`config.mk`:
```
export PLATFORM = sky130hd
export DESIGN_NAME = hex_word_serializer
export DESIGN_NICKNAME = d
export VERILOG_FILES = /design/src/rtl/hex_word_serializer.sv
export SDC_FILE = /design/constraint.sdc
export NUM_CORES = 1
export LEC_CHECK = 0
export BUFFER_PORTS_ARGS = -buffer_cell sky130_fd_sc_hd__buf_2
export CELL_PAD_IN_SITES_DETAIL_PLACEMENT = 1
export CELL_PAD_IN_SITES_GLOBAL_PLACEMENT = 1
export CORE_ASPECT_RATIO = 1.25
export CORE_MARGIN = 2
export CORE_UTILIZATION = 37
export CTS_CLUSTER_SIZE = 24
export DETAILED_ROUTE_END_ITERATION = 16
export PLACE_DENSITY_LB_ADDON = 0.1
export SLEW_MARGIN = 0
export SYNTH_ARGS = -nofsm -noshare
export SYNTH_HDL_FRONTEND = slang
export SYNTH_SLANG_ARGS = --single-unit
```
`constraint.sdc`:
```
create_clock -name clk -period 1.65 [get_ports clk]
set_input_delay 0.33 -clock clk [delete_from_list [all_inputs] [get_ports clk]]
set_output_delay 0.33 -clock clk [all_outputs]
set_load 0.03 [all_outputs]
```
`src/rtl/hex_word_serializer.sv`:
```
// Prints a NIBBLES-digit word as lowercase ASCII hex, most significant digit first, over valid/ready.
// Optional CR/LF terminator after each word when HEX_SER_CRLF_EN is defined.
module hex_word_serializer #(
    parameter int unsigned NIBBLES = 8
) (
    input  logic                 clk,
    input  logic                 reset,
    input  logic [4*NIBBLES-1:0] in_data,
    input  logic                 in_valid,
    output logic                 in_ready,
    output logic [7:0]           out_char,
    output logic                 out_valid,
    input  logic                 out_ready,
    output logic                 busy
);
    localparam int unsigned DW = 4 * NIBBLES;
    localparam int unsigned CW = $clog2(NIBBLES + 1);
    localparam logic [CW-1:0] LAST_DIGIT = CW'(NIBBLES - 1);

`ifdef HEX_SER_CRLF_EN
    typedef enum logic [1:0] {IDLE, DIGIT, CR, LF} state_t;
`else
    typedef enum logic {IDLE, DIGIT} state_t;
`endif

    state_t          state_q, state_d;
    logic [DW-1:0]   sr_q, sr_d;
    logic [CW-1:0]   cnt_q, cnt_d;
    logic [7:0]      char_d;
    logic            valid_d;
    logic            ready_d;
    logic            busy_d;
    logic            xfer;
    logic [DW-1:0]   sr_shift;

    function automatic logic [7:0] to_ascii(input logic [3:0] nib);
        if (nib < 4'd10) return 8'h30 + 8'(nib);
        else             return 8'h57 + 8'(nib);
    endfunction

    assign xfer     = out_valid && out_ready;
    assign sr_shift = sr_q << 4;

    // Next state and next registered outputs; everything holds unless a handshake occurs.
    always_comb begin
        state_d = state_q;
        sr_d    = sr_q;
        cnt_d   = cnt_q;
        char_d  = out_char;
        valid_d = out_valid;
        ready_d = in_ready;
        busy_d  = busy;
        case (state_q)
            IDLE: begin
                if (in_valid && in_ready) begin
                    state_d = DIGIT;
                    sr_d    = in_data;
                    cnt_d   = '0;
                    char_d  = to_ascii(in_data[DW-1 -: 4]);
                    valid_d = 1'b1;
                    ready_d = 1'b0;
                    busy_d  = 1'b1;
                end
            end
            DIGIT: begin
                if (xfer) begin
                    sr_d  = sr_shift;
                    cnt_d = cnt_q + 1'b1;
                    if (cnt_q == LAST_DIGIT) begin
`ifdef HEX_SER_CRLF_EN
                        state_d = CR;
                        char_d  = 8'h0D;
`else
                        state_d = IDLE;
                        char_d  = 8'h00;
                        valid_d = 1'b0;
                        ready_d = 1'b1;
                        busy_d  = 1'b0;
`endif
                    end else begin
                        char_d = to_ascii(sr_shift[DW-1 -: 4]);
                    end
                end
            end
`ifdef HEX_SER_CRLF_EN
            CR: begin
                if (xfer) begin
                    state_d = LF;
                    char_d  = 8'h0A;
                end
            end
            LF: begin
                if (xfer) begin
                    state_d = IDLE;
                    char_d  = 8'h00;
                    valid_d = 1'b0;
                    ready_d = 1'b1;
                    busy_d  = 1'b0;
                end
            end
`endif
            default: begin
                state_d = IDLE;
                char_d  = 8'h00;
                valid_d = 1'b0;
                ready_d = 1'b1;
                busy_d  = 1'b0;
            end
        endcase
    end

    // State and output registers; reset abandons any word in flight.
    always_ff @(posedge clk or posedge reset) begin
        if (reset) begin
            state_q   <= IDLE;
            sr_q      <= '0;
            cnt_q     <= '0;
            out_char  <= 8'h00;
            out_valid <= 1'b0;
            in_ready  <= 1'b1;
            busy      <= 1'b0;
        end else begin
            state_q   <= state_d;
            sr_q      <= sr_d;
            cnt_q     <= cnt_d;
            out_char  <= char_d;
            out_valid <= valid_d;
            in_ready  <= ready_d;
            busy      <= busy_d;
        end
    end

endmodule

```
==> impl_metrics.json <==
{
  "p_clk_share_pct": 35.4,
  "first_pass_iters": 4,
  "antenna_cells": 0,
  "gp_congestion": 0.7195,
  "ant_nets": 0,
  "routed_wl_um": 4397,
  "p_switching_w": 0.0004006,
  "synthFlopType": "dfrtp_1",
  "yosys_warnings": 0,
  "area_delta_synth_final_pct": 18.13,
  "sw_frac_of_total_pct": 22.69,
  "r2r_start": "state_q",
  "io_buffers": 45,
  "power-per-cell-area_mw_per_mm2": 721.8,
  "avgSynthCellArea_um2": 10.20,
  "syn-num-nets": 242,
  "postSynthRegisterBits": 42,
  "overflow": 0,
  "cts_root_buf": "clkbuf_8",
  "grt_usage_pct": 15.96,
  "crit_type": "register to register",
  "die_h_um": 87.64,
  "tightestPinTransition_ns": 0.5317,
  "slew_viol_final": 0,
  "fp.dieArea_mm2": 0.006215,
  "grt_pass1_vias": 1649,
  "ctsHoldBuffers": 0,
  "clockBufferDepth": 2,
  "cts_inserted_buffers": 5,
  "peakVddDrop_mv": 0.4071,
  "power_frac_seq_pct": 58.2,
  "start_util_pct": 38.31,
  "critPathMaxStageDelay_ns": 0.43,
  "cts_resized": 0,
  "min_path_type": "input port to async pin",
  "r2r_end": "out_char[0]",
  "layout_min_cycle_time_ns": 1.492,
  "place_area_mm2": 0.002367,
  "crit_arrival_ns": 1.68,
  "fin_skew_ns": 0.004620,
  "max-slew-margin-rel_pct": 64.33,
  "outcome": "complete, no violations",
  "cp_slowest_cell": "dfrtp_1",
  "min_period_over_period_pct": 90.45,
  "critPathRequiredTime_ns": 1.83,
  "clk_pin_slew_ns": 0.08,
  "r2r_slack_ns": 0.16,
  "grt_pass1_wl_um": 7783,
  "io-pin-count": 47,
  "pwr-share-comb_pct": 6.4,
  "die_w_um": 70.91,
  "cts.sinks": 42,
  "nets": 288,
  "rsz0062_at_grt": "no",
  "worst_skew_pair.late_latency_ns": 0.29,
  "synth_edf_count": 0,
  "drc": 0,
  "vias": 1595,
  "maxCapViolCount": 0,
  "first_iter_violations": 70,
  "grt_max_degree": 50,
  "worst-path-max-fanout": 28,
  "p_int_w": 0.001365,
  "synth_cells": 203,
  "finalHoldViolCount": 0,
  "tns_ns": 0,
  "drive_gt1_share_pct": 24.90,
  "htreeDepth": 2,
  "leakage_nw": 1.144,
  "fmax_ghz": 0.6701,
  "post_cts_buffers": 0,
  "dp_hpwl_um": 3172,
  "fp-row-count": 30,
  "synthesis.area_mm2": 0.002071,
  "wl_per_cell_um": 14.05,
  "end_kind": "register",
  "ys_types": 35,
  "finalInstanceArea_mm2": 0.002446,
  "worstPathCellList": "buf_12, nand3_1, nand2_2, o221ai_1, o21a_1",
  "setup_viol": 0,
  "reg2reg_depth": 5,
  "tritoncts": "done",
  "grt_antenna_before_repair": 0,
  "yosysSeqAreaShare_pct": 50.82,
  "drt-vias-per-instance": 5.096,
  "fill_cells": 635,
  "ys_async_sr_fraction_pct": 100.0,
  "start_kind": "register",
  "coreArea_mm2": 0.005405
}
metrics by stage:
step | power (W) | worst slack (ns) | hold WS [ns] | util, % | instances
2_1_floorplan | 0.001100 | 0.2154 | 0.4483 | - | 203
5_1_grt | 0.001859 | 0.005783 | 0.03018 | 45.25 | 313
3_3_place_gp | 0.001165 | 0.2273 | 0.3333 | 43.80 | 306
6_report | 0.001766 | 0.1576 | 0.004533 | 45.25 | 313
3_5_place_dp | 0.001165 | 0.1365 | 0.3367 | 43.80 | 306
4_1_cts | 0.001804 | 0.1230 | 0.01654 | 45.25 | 313
cells in the mapped netlist (all sizes together), types with 2 or more instances:
cell | count | area, um^2
dfrtp | 41 | 1026
o21ai | 36 | 180.2
nand2 | 35 | 133.9
mux2i | 24 | 240.2
buf | 10 | 82.57
inv | 7 | 26.28
nor2 | 7 | 33.78
a21oi | 5 | 25.02
a22o | 5 | 43.79
ha | 3 | 37.54
nand3 | 3 | 15.01
o21a | 3 | 22.52
o221ai | 3 | 26.28
a211o | 2 | 17.52
and4b | 2 | 20.02
clkbuf | 2 | 8.750
nand3b | 2 | 15.01
xnor2 | 2 | 17.52
power by group through the flow:
stage               Combinational (W)  Clock [W]  Sequential, W
floorplan                   0.0000507          0        0.00105
global placement             0.000116          0        0.00105
detailed placement           0.000117          0        0.00105
CTS                          0.000117   0.000658        0.00103
global route                 0.000130   0.000700        0.00103
finish                       0.000113   0.000624        0.00103
metal layers:
| metal | GRT usage [%] | up-vias | wire length, um |
|---|---|---|---|
| met3 | 3.797 | 5 | 151 |
| li1 | - | 796 | - |
| met4 | 5.146 | 0 | 63 |
| met5 | 0 | - | 0 |
| met1 | 20.58 | 769 | 2089 |
| met2 | 26.59 | 25 | 2091 |
logic make-up after synthesis:
group / count (synthesis) / synth area share (%)
AO/OA/AOI/OAI: 58 / 16.74
AND/OR/NAND/NOR: 54 / 12.33
flip-flops: 42 / 50.82
multiplexers: 24 / 11.60
buffers and inverters: 19 / 5.679
adder cells (fa/ha/maj): 3 / 1.813
XOR/XNOR: 2 / 0.8461
other: 1 / 0.1811
worst max path at each step:
stage / startpoint / end / slack (ns) / cells past startpoint
2_1_floorplan: busy / out_char[3] / 0.22 / 4
3_3_place_gp: in_data[29] / out_char[2] / 0.23 / 7
3_5_place_dp: state_q / out_char[0] / 0.14 / 5
4_1_cts: state_q / out_char[0] / 0.12 / 5
5_1_grt: state_q / out_char[2] / 0.006 / 5
6_report: state_q / out_char[0] / 0.16 / 5
final cells by class:
class	count	area (um^2)	area share, %
multi-input cells	142	900.9	36.83
flip-flops and latches	42	1052	43.02
inverters	7	26.28	1.074
clock buffers	5	68.82	2.813
well taps	64	80.08	3.274
clock inverters	2	10.01	0.4092
repair buffers	51	307.8	12.58
layout by cell type, fill, tap and decap left out, types with 5 or more instances in the layout:
cell type	instances
o21ai_1	21
dfrtp_1	41
a22o_1	5
nand2_1	34
clkbuf_8	5
mux2i_1	24
o21ai_0	15
inv_1	6
buf_2	45
a21oi_1	5
nor2_1	6
worst max-delay path, delay by kind of cell (launching register included):
| family | cells | cell delay (ns) |
|---|---|---|
| simple gates | 2 | 0.44 |
| flops | 1 | 0.43 |
| compound gates | 2 | 0.28 |
| buf+inv | 1 | 0.23 |
sequential cells by signal, indices dropped and copies added, names as in the netlist:
| name | flops |
|---|---|
| busy | 1 |
| cnt_q | 4 |
| in_ready | 1 |
| out_char | 7 |
| sr_q | 28 |
| state_q | 1 |
No activity file was read; power rests on OpenSTA's default activity.
